===== config.mk =====
export PLATFORM = sky130hd
export DESIGN_NAME = iir2_filter
export DESIGN_NICKNAME = d
export VERILOG_FILES = /design/src/rtl/iir2_filter_pkg.sv /design/src/rtl/iir2_filter_fxp_mul.sv /design/src/rtl/iir2_filter.sv
export SDC_FILE = /design/constraint.sdc
export NUM_CORES = 2
export LEC_CHECK = 0
export ABC_AREA = 1
export BUFFER_PORTS_ARGS = -buffer_cell sky130_fd_sc_hd__buf_4
export CAP_MARGIN = 10
export CORE_MARGIN = 4
export CORE_UTILIZATION = 60
export CTS_CLUSTER_DIAMETER = 30
export CTS_CLUSTER_SIZE = 25
export DETAILED_ROUTE_END_ITERATION = 10
export PLACE_DENSITY = 0.79
export SYNTH_ARGS = -nofsm -noshare
export SYNTH_HDL_FRONTEND = slang
export SYNTH_SLANG_ARGS = --single-unit

===== constraint.sdc =====
create_clock -name clk -period 12.8 [get_ports clk]
set_input_delay 0 -clock clk [delete_from_list [all_inputs] [get_ports clk]]
set_output_delay 0 -clock clk [all_outputs]
set_load 0.1 [all_outputs]

===== src/rtl/iir2_filter_pkg.sv =====
// Shared definitions for the biquad IIR datapath: default word width,
// coefficient field positions and the fixed-point product rescale.
package iir2_filter_pkg;

    localparam int NB_DEFAULT = 12;

    // Field index of each coefficient within its packed bus, in units of NB bits.
    localparam int B0_FIELD = 2;
    localparam int B1_FIELD = 1;
    localparam int B2_FIELD = 0;
    localparam int A1_FIELD = 1;
    localparam int A2_FIELD = 0;

    // Full-precision signed multiply followed by an arithmetic right shift
    // (floor toward -inf). Operands are pre-sign-extended to 32 bits.
    function automatic logic signed [63:0] fxp_scale(
        input logic signed [31:0] x,
        input logic signed [31:0] y,
        input int                 frac
    );
        logic signed [63:0] xe;
        logic signed [63:0] ye;
        xe = 64'(x);
        ye = 64'(y);
        return (xe * ye) >>> frac;
    endfunction

endpackage


===== src/rtl/iir2_filter_fxp_mul.sv =====
// Signed NB x NB multiplier with Q1.(NB-1) rescale; result kept at NB+2 bits
// so the downstream three-term sums have headroom before wrapping.
module fxp_mul
    import iir2_filter_pkg::*;
#(
    parameter int NB = NB_DEFAULT
) (
    input  logic signed [NB-1:0] x,
    input  logic signed [NB-1:0] y,
    output logic signed [NB+1:0] p
);

    assign p = (NB+2)'(fxp_scale(32'(x), 32'(y), NB - 1));

endmodule


===== src/rtl/iir2_filter.sv =====
// Direct Form II biquad: w[n] = x - a1*w1 - a2*w2, y[n] = b0*w + b1*w1 + b2*w2.
// One sample per vIn strobe, one cycle latency, coefficients read combinationally.
module iir2_filter
    import iir2_filter_pkg::*;
#(
    parameter int NB = NB_DEFAULT
) (
    input  logic                 clk,
    input  logic                 rst,
    input  logic                 vIn,
    input  logic signed [NB-1:0] dIn,
    input  logic [3*NB-1:0]      b,
    input  logic [2*NB-1:0]      a,
    output logic signed [NB-1:0] dOut,
    output logic                 vOut
);

    logic signed [NB-1:0] b0, b1, b2, a1, a2;
    logic signed [NB-1:0] w1, w2, w_n, y_n;
    logic signed [NB+1:0] m_a1, m_a2, m_b0, m_b1, m_b2;
    logic signed [NB+1:0] x_ext;

    assign b0 = b[B0_FIELD*NB +: NB];
    assign b1 = b[B1_FIELD*NB +: NB];
    assign b2 = b[B2_FIELD*NB +: NB];
    assign a1 = a[A1_FIELD*NB +: NB];
    assign a2 = a[A2_FIELD*NB +: NB];

    assign x_ext = (NB+2)'(dIn);

    fxp_mul #(.NB(NB)) u_mul_a1 (.x(a1), .y(w1),  .p(m_a1));
    fxp_mul #(.NB(NB)) u_mul_a2 (.x(a2), .y(w2),  .p(m_a2));
    fxp_mul #(.NB(NB)) u_mul_b0 (.x(b0), .y(w_n), .p(m_b0));
    fxp_mul #(.NB(NB)) u_mul_b1 (.x(b1), .y(w1),  .p(m_b1));
    fxp_mul #(.NB(NB)) u_mul_b2 (.x(b2), .y(w2),  .p(m_b2));

    // Feedback path: new delay-line value, wrapped to NB bits.
    always_comb begin
        w_n = NB'(x_ext - m_a1 - m_a2);
    end

    // Feedforward path: filter output, wrapped to NB bits.
    always_comb begin
        y_n = NB'(m_b0 + m_b1 + m_b2);
    end

    // Advance the delay line and register the output on each valid sample.
    always_ff @(posedge clk or posedge rst) begin
        if (rst) begin
            w1   <= '0;
            w2   <= '0;
            dOut <= '0;
            vOut <= 1'b0;
        end else begin
            vOut <= vIn;
            if (vIn) begin
                w2   <= w1;
                w1   <= w_n;
                dOut <= y_n;
            end
        end
    end

endmodule


# After elaboration in Yosys (flattened, before gate mapping)
# Cells that the tools add are included.
[op_classes]
mul = 5
addsub = 4
[op_table]
columns = ["cell", "n"]
rows = [
  ["12-bit by 12-bit multiplier with 23-bit output", 5],
  ["12-bit adder", 2],
  ["12-bit subtractor", 2],
]
[totals]
out_inout_bits = 13
wordCells = 13
regBits = 37

# Logic depth before layout (Yosys ltp)
[depth]
word_depth = 6
ltp_mapped = 81
mapped_depth_nobuf = 79

# Hierarchy
# Synthesis repeated with hierarchy kept, for this count alone.
[hier_totals]
cells_unflattened = 4126
area_unflattened_um2 = 31203.7
[by_module_without_submodules]
columns = ["mod", "area_each_um2", "cells_each", "n_inst"]
rows = [
  ["fxp_mul at u_mul_b0 ...", 5610.4, 737, 2],
  ["fxp_mul at u_mul_a1", 5651.7, 754, 1],
  ["fxp_mul at u_mul_b2", 5604.1, 733, 1],
  ["fxp_mul at u_mul_a2", 5574.1, 736, 1],
  ["iir2_filter", 3153.0, 429, 1],
]

# Worst setup path after synthesis
# Ideal clock, no wire load.
[synth_timing]
path_type = "register to register"
from = "register w2[6]"
to = "register dOut[11]"
slack_ns = 0.207
n_path_buf = 2
t_arrival_ns = 12.474
stages_incl_launch_ff = 76
period_less_slack_ns = 12.593
setup_ns = 0.120
cell_sequence = "dfrtp_1 clkbuf_1 clkbuf_1 nand2_1 fa_1 inv_1 fa_1 fa_1 fa_1 inv_1 fa_1 inv_1 ha_1 nand2_1 inv_1 nand3_1 inv_1 nand2_1 [40 not listed] nand2_1 nand3_1 nand2_1 a21oi_1 xor2_1 fa_1 inv_1 ha_1 nand2_1 nor3_1 nand3_1 o2111ai_1 xor2_1 nand3_1 nand2_1 nand2_1 nand3_1 nand2_1"
[synth_via]
elab_chain_len = 5
[synth_lines]
columns = ["item", "line", "text"]
rows = [
  ["start: declaration", "iir2_filter.sv:19", "logic signed [NB-1:0] w1, w2, w_n, y_n;"],
  ["start signal: assignment", "iir2_filter.sv:57", "w2 <= w1;"],
  ["12-bit by 12-bit multiplier with 23-bit output", "iir2_filter_pkg.sv:25", "return (xe * ye) >>> frac;"],
  ["12-bit subtractor", "iir2_filter.sv:39", "w_n = NB'(x_ext - m_a1 - m_a2);"],
  ["12-bit by 12-bit multiplier with 23-bit output", "iir2_filter_pkg.sv:25", ""],
  ["12-bit adder", "iir2_filter.sv:44", "y_n = NB'(m_b0 + m_b1 + m_b2);"],
  ["12-bit adder (*)", "iir2_filter.sv:44", ""],
  ["end signal: assignment", "iir2_filter.sv:59", "dOut <= y_n;"],
  ["end: declaration", "iir2_filter.sv:14", "output logic signed [NB-1:0] dOut,"],
]
# Mark *: on every way between the ends. The rest lies on a longest branch, timed or not.
# A chain may end at the register's enable or synchronous reset.

# Worst setup path in the final report
[layout_timing]
from = "register w2[3]"
to = "register dOut[11]"
# Same word-level chain as after synthesis.

==> metrics.yaml <==
slew_violations: 0
rows: 79
finalSetupViolations: 0
path_common_cell: "fa_1"
yosysWarnings: 0
cts_max_path_buffers: 2
rsz0062_at_grt: "true"
hpwl_mm: 58.4
initial_core_util_pct: 61.3
core_um2: 47000
timing.setup.tns_ns: 0
synthDistinctLibCells: 43
period_needed_ns: 12.69
max_freq_mhz: 78.8
path_class: "flip-flop to flip-flop"
clkTransAtPathRegs_ns: 0.08
final-seq-area_um2: 945
drtIter0Drc: 1438
cts_num_sinks: 37
status: "finished clean"
synth_flop_cell: "dfrtp_1"
cts_tree: "built"
grt_overflow_total: 0
max_stage_delay_ns: 0.54
crit_path_top_delay_cell: "fa_1"
cp.arrival_ns: 12.90
synth_edf_count: 0
antenna_found_initial: 0
endpoint_kind: "flip-flop"
diodes: 0
route.vias.total: 22300
mappedNetlistArea_um2: 28800
synthesis.nets: 4628
finalCritPeriodShare_pct: 99.2
die_y_um: 227
hold_violations: 0
reg2reg_depth: 73
fillers: 3767
synth_area_per_cell_um2: 7.95
die_x_um: 227
grt_pass1_vias: 23400
holdWs_ns: 0.0314
synth-seq-cells: 37
dr.pass1.iters: 6
syn_to_final_growth_pct: 9.46
syn_inst: 3617
finClkSkew_ns: 0.0160
cp_max_fo: 5
worstMarginPinSlew_ns: 0.594
relSlewSlack_pct: 60.4
hp-class: "input port to flip-flop"
root_buffer: "clkbuf_16"
clk_latency_ns: 0.31
routed_wl_mm: 69.3
drive_gt1_share_pct: 11.3
grt_max_degree: 43
wl_per_cell_um: 16.1
dieArea_um2: 51500
drc_errors: 0
whs_path_depth: 1
synth.yosys.seq_area_share_pct: 3.22
htree_num_levels: 2
multi_input_area_um2: 23800
ys_async_sr_fraction_pct: 100
nNetsFinal: 4705
cp-start-kind: "flip-flop"
io_buffers: 87
ant_nets: 0
grt_usage_pct: 27.9
required_ns: 13.01
cts_made_buffers: 5
grt_pass1_wl_mm: 115
io_pins: 88
routabilityCongestion: 0.955
max-cap-violations: 0
viasPerCell: 5.18
## through the flow
step           cells  util (%)  cell area (um^2)  worst slack, ns
6_report        4302      67.1             31500            0.107
5_1_grt         4302      67.1             31500           -0.594
4_1_cts         4284      65.2             30600          0.00440
3_5_place_dp    4273      64.6             30300           -0.431
3_3_place_gp    4273      64.6             30300           -0.180
2_1_floorplan   3617         -             28800            0.207
## worst max-delay path, delay by kind of cell, from the launching register on
kind                       cells  cell delay [ns]
buffers and inverters         12             0.80
xor gates and xnor gates       3             0.44
and+or+nand+nor               34             2.82
AOI/OAI and AO/OA              8             1.14
DFF                            1             0.42
adders and majority gates     16             6.96
## state kept, by name, indices dropped and copies added, names as in the netlist
| signal | flops |
|---|---|
| dOut | 12 |
| w1 | 12 |
| w2 | 12 |
| vOut | 1 |
## timing repair
item,CTS,global route
buffers inserted,2,18
resized for setup,15,173
setup endpoints to repair,5,7
hold buffers,1,0
hold endpoints to repair,37,0
pin swaps,3,50
## cells by family (layout without fill, tap and decap cells)
logic type	count (synthesis)	count (layout)	synth area share, %
buf+inv	1257	1335	16.5
simple gates	1122	1122	15.6
fa+ha+maj	936	936	58.5
compound gates	172	172	3.31
xor+xnor	93	93	2.83
flops	37	37	3.22
## worst paths after layout
path / startpoint / endpoint / slack [ns]
min: vIn / vOut / 0.03
max in group asynchronous: rst / w1[11] / 11.91
max: w2[3] / dOut[11] / 0.11
max reg2reg: w2[3] / dOut[11] / 0.11
min in group asynchronous: rst / vOut / 0.42
min reg2reg: dOut[8] / dOut[8] / 0.50
## layout by cell type (no fill, tap or decap), drive strengths merged, types with 2 or more instances in the layout
master and n:
or2 31, nand4 10, nand2 922, o211ai 2
a21oi 82, nor3 6, buf 199, a21o 9
ha 253, nand3b 3, xnor2 44, o31ai 3
inv 1122, a31oi 8, o21ai 55, nor2 103
o21bai 9, dfrtp 37, xor2 49, clkinv 5
nor4 5, fa 683, clkbuf 6, nand3 39
## final cells by class
type | instances | share of cell area, %
multi-input cells | 2323 | 75.6
inverters | 1127 | 13.5
repair buffers | 200 | 4.95
flip-flops and latches | 37 | 3.00
well taps | 607 | 2.41
clock buffers | 6 | 0.409
clock inverters | 2 | 0.123
## per-layer routing
metal	up-vias	routed length (um)	track usage [%]	part of all wire [%]
li1	10300	-	-	-
met1	11000	27600	37.4	40
met2	770	33400	46.4	48
met3	148	5350	4.62	7.7
met4	0	3000	10.2	4.3
met5	-	0	0	0
## cells in the mapped netlist (all sizes together), types with 2 or more instances
master,number,area [um^2]
inv,1122,4210
nand2,922,3520
fa,683,13700
ha,253,3170
clkbuf,118,443
nor2,103,392
a21oi,82,410
o21ai,55,279
xor2,49,429
xnor2,44,385
nand3,39,205
dfrtp,37,926
or2,31,194
buf,12,83.8
nand4,10,62.6
a21o,9,67.6
o21bai,9,67.6
a31oi,8,56.3
nor3,6,30.0
clkinv,5,18.8
nor4,5,31.3
nand3b,3,22.5
o31ai,3,22.5
o211ai,2,15.0
Power is not shown: default switching activity piles up to over one toggle a cycle in this logic, so the estimate is an artifact.
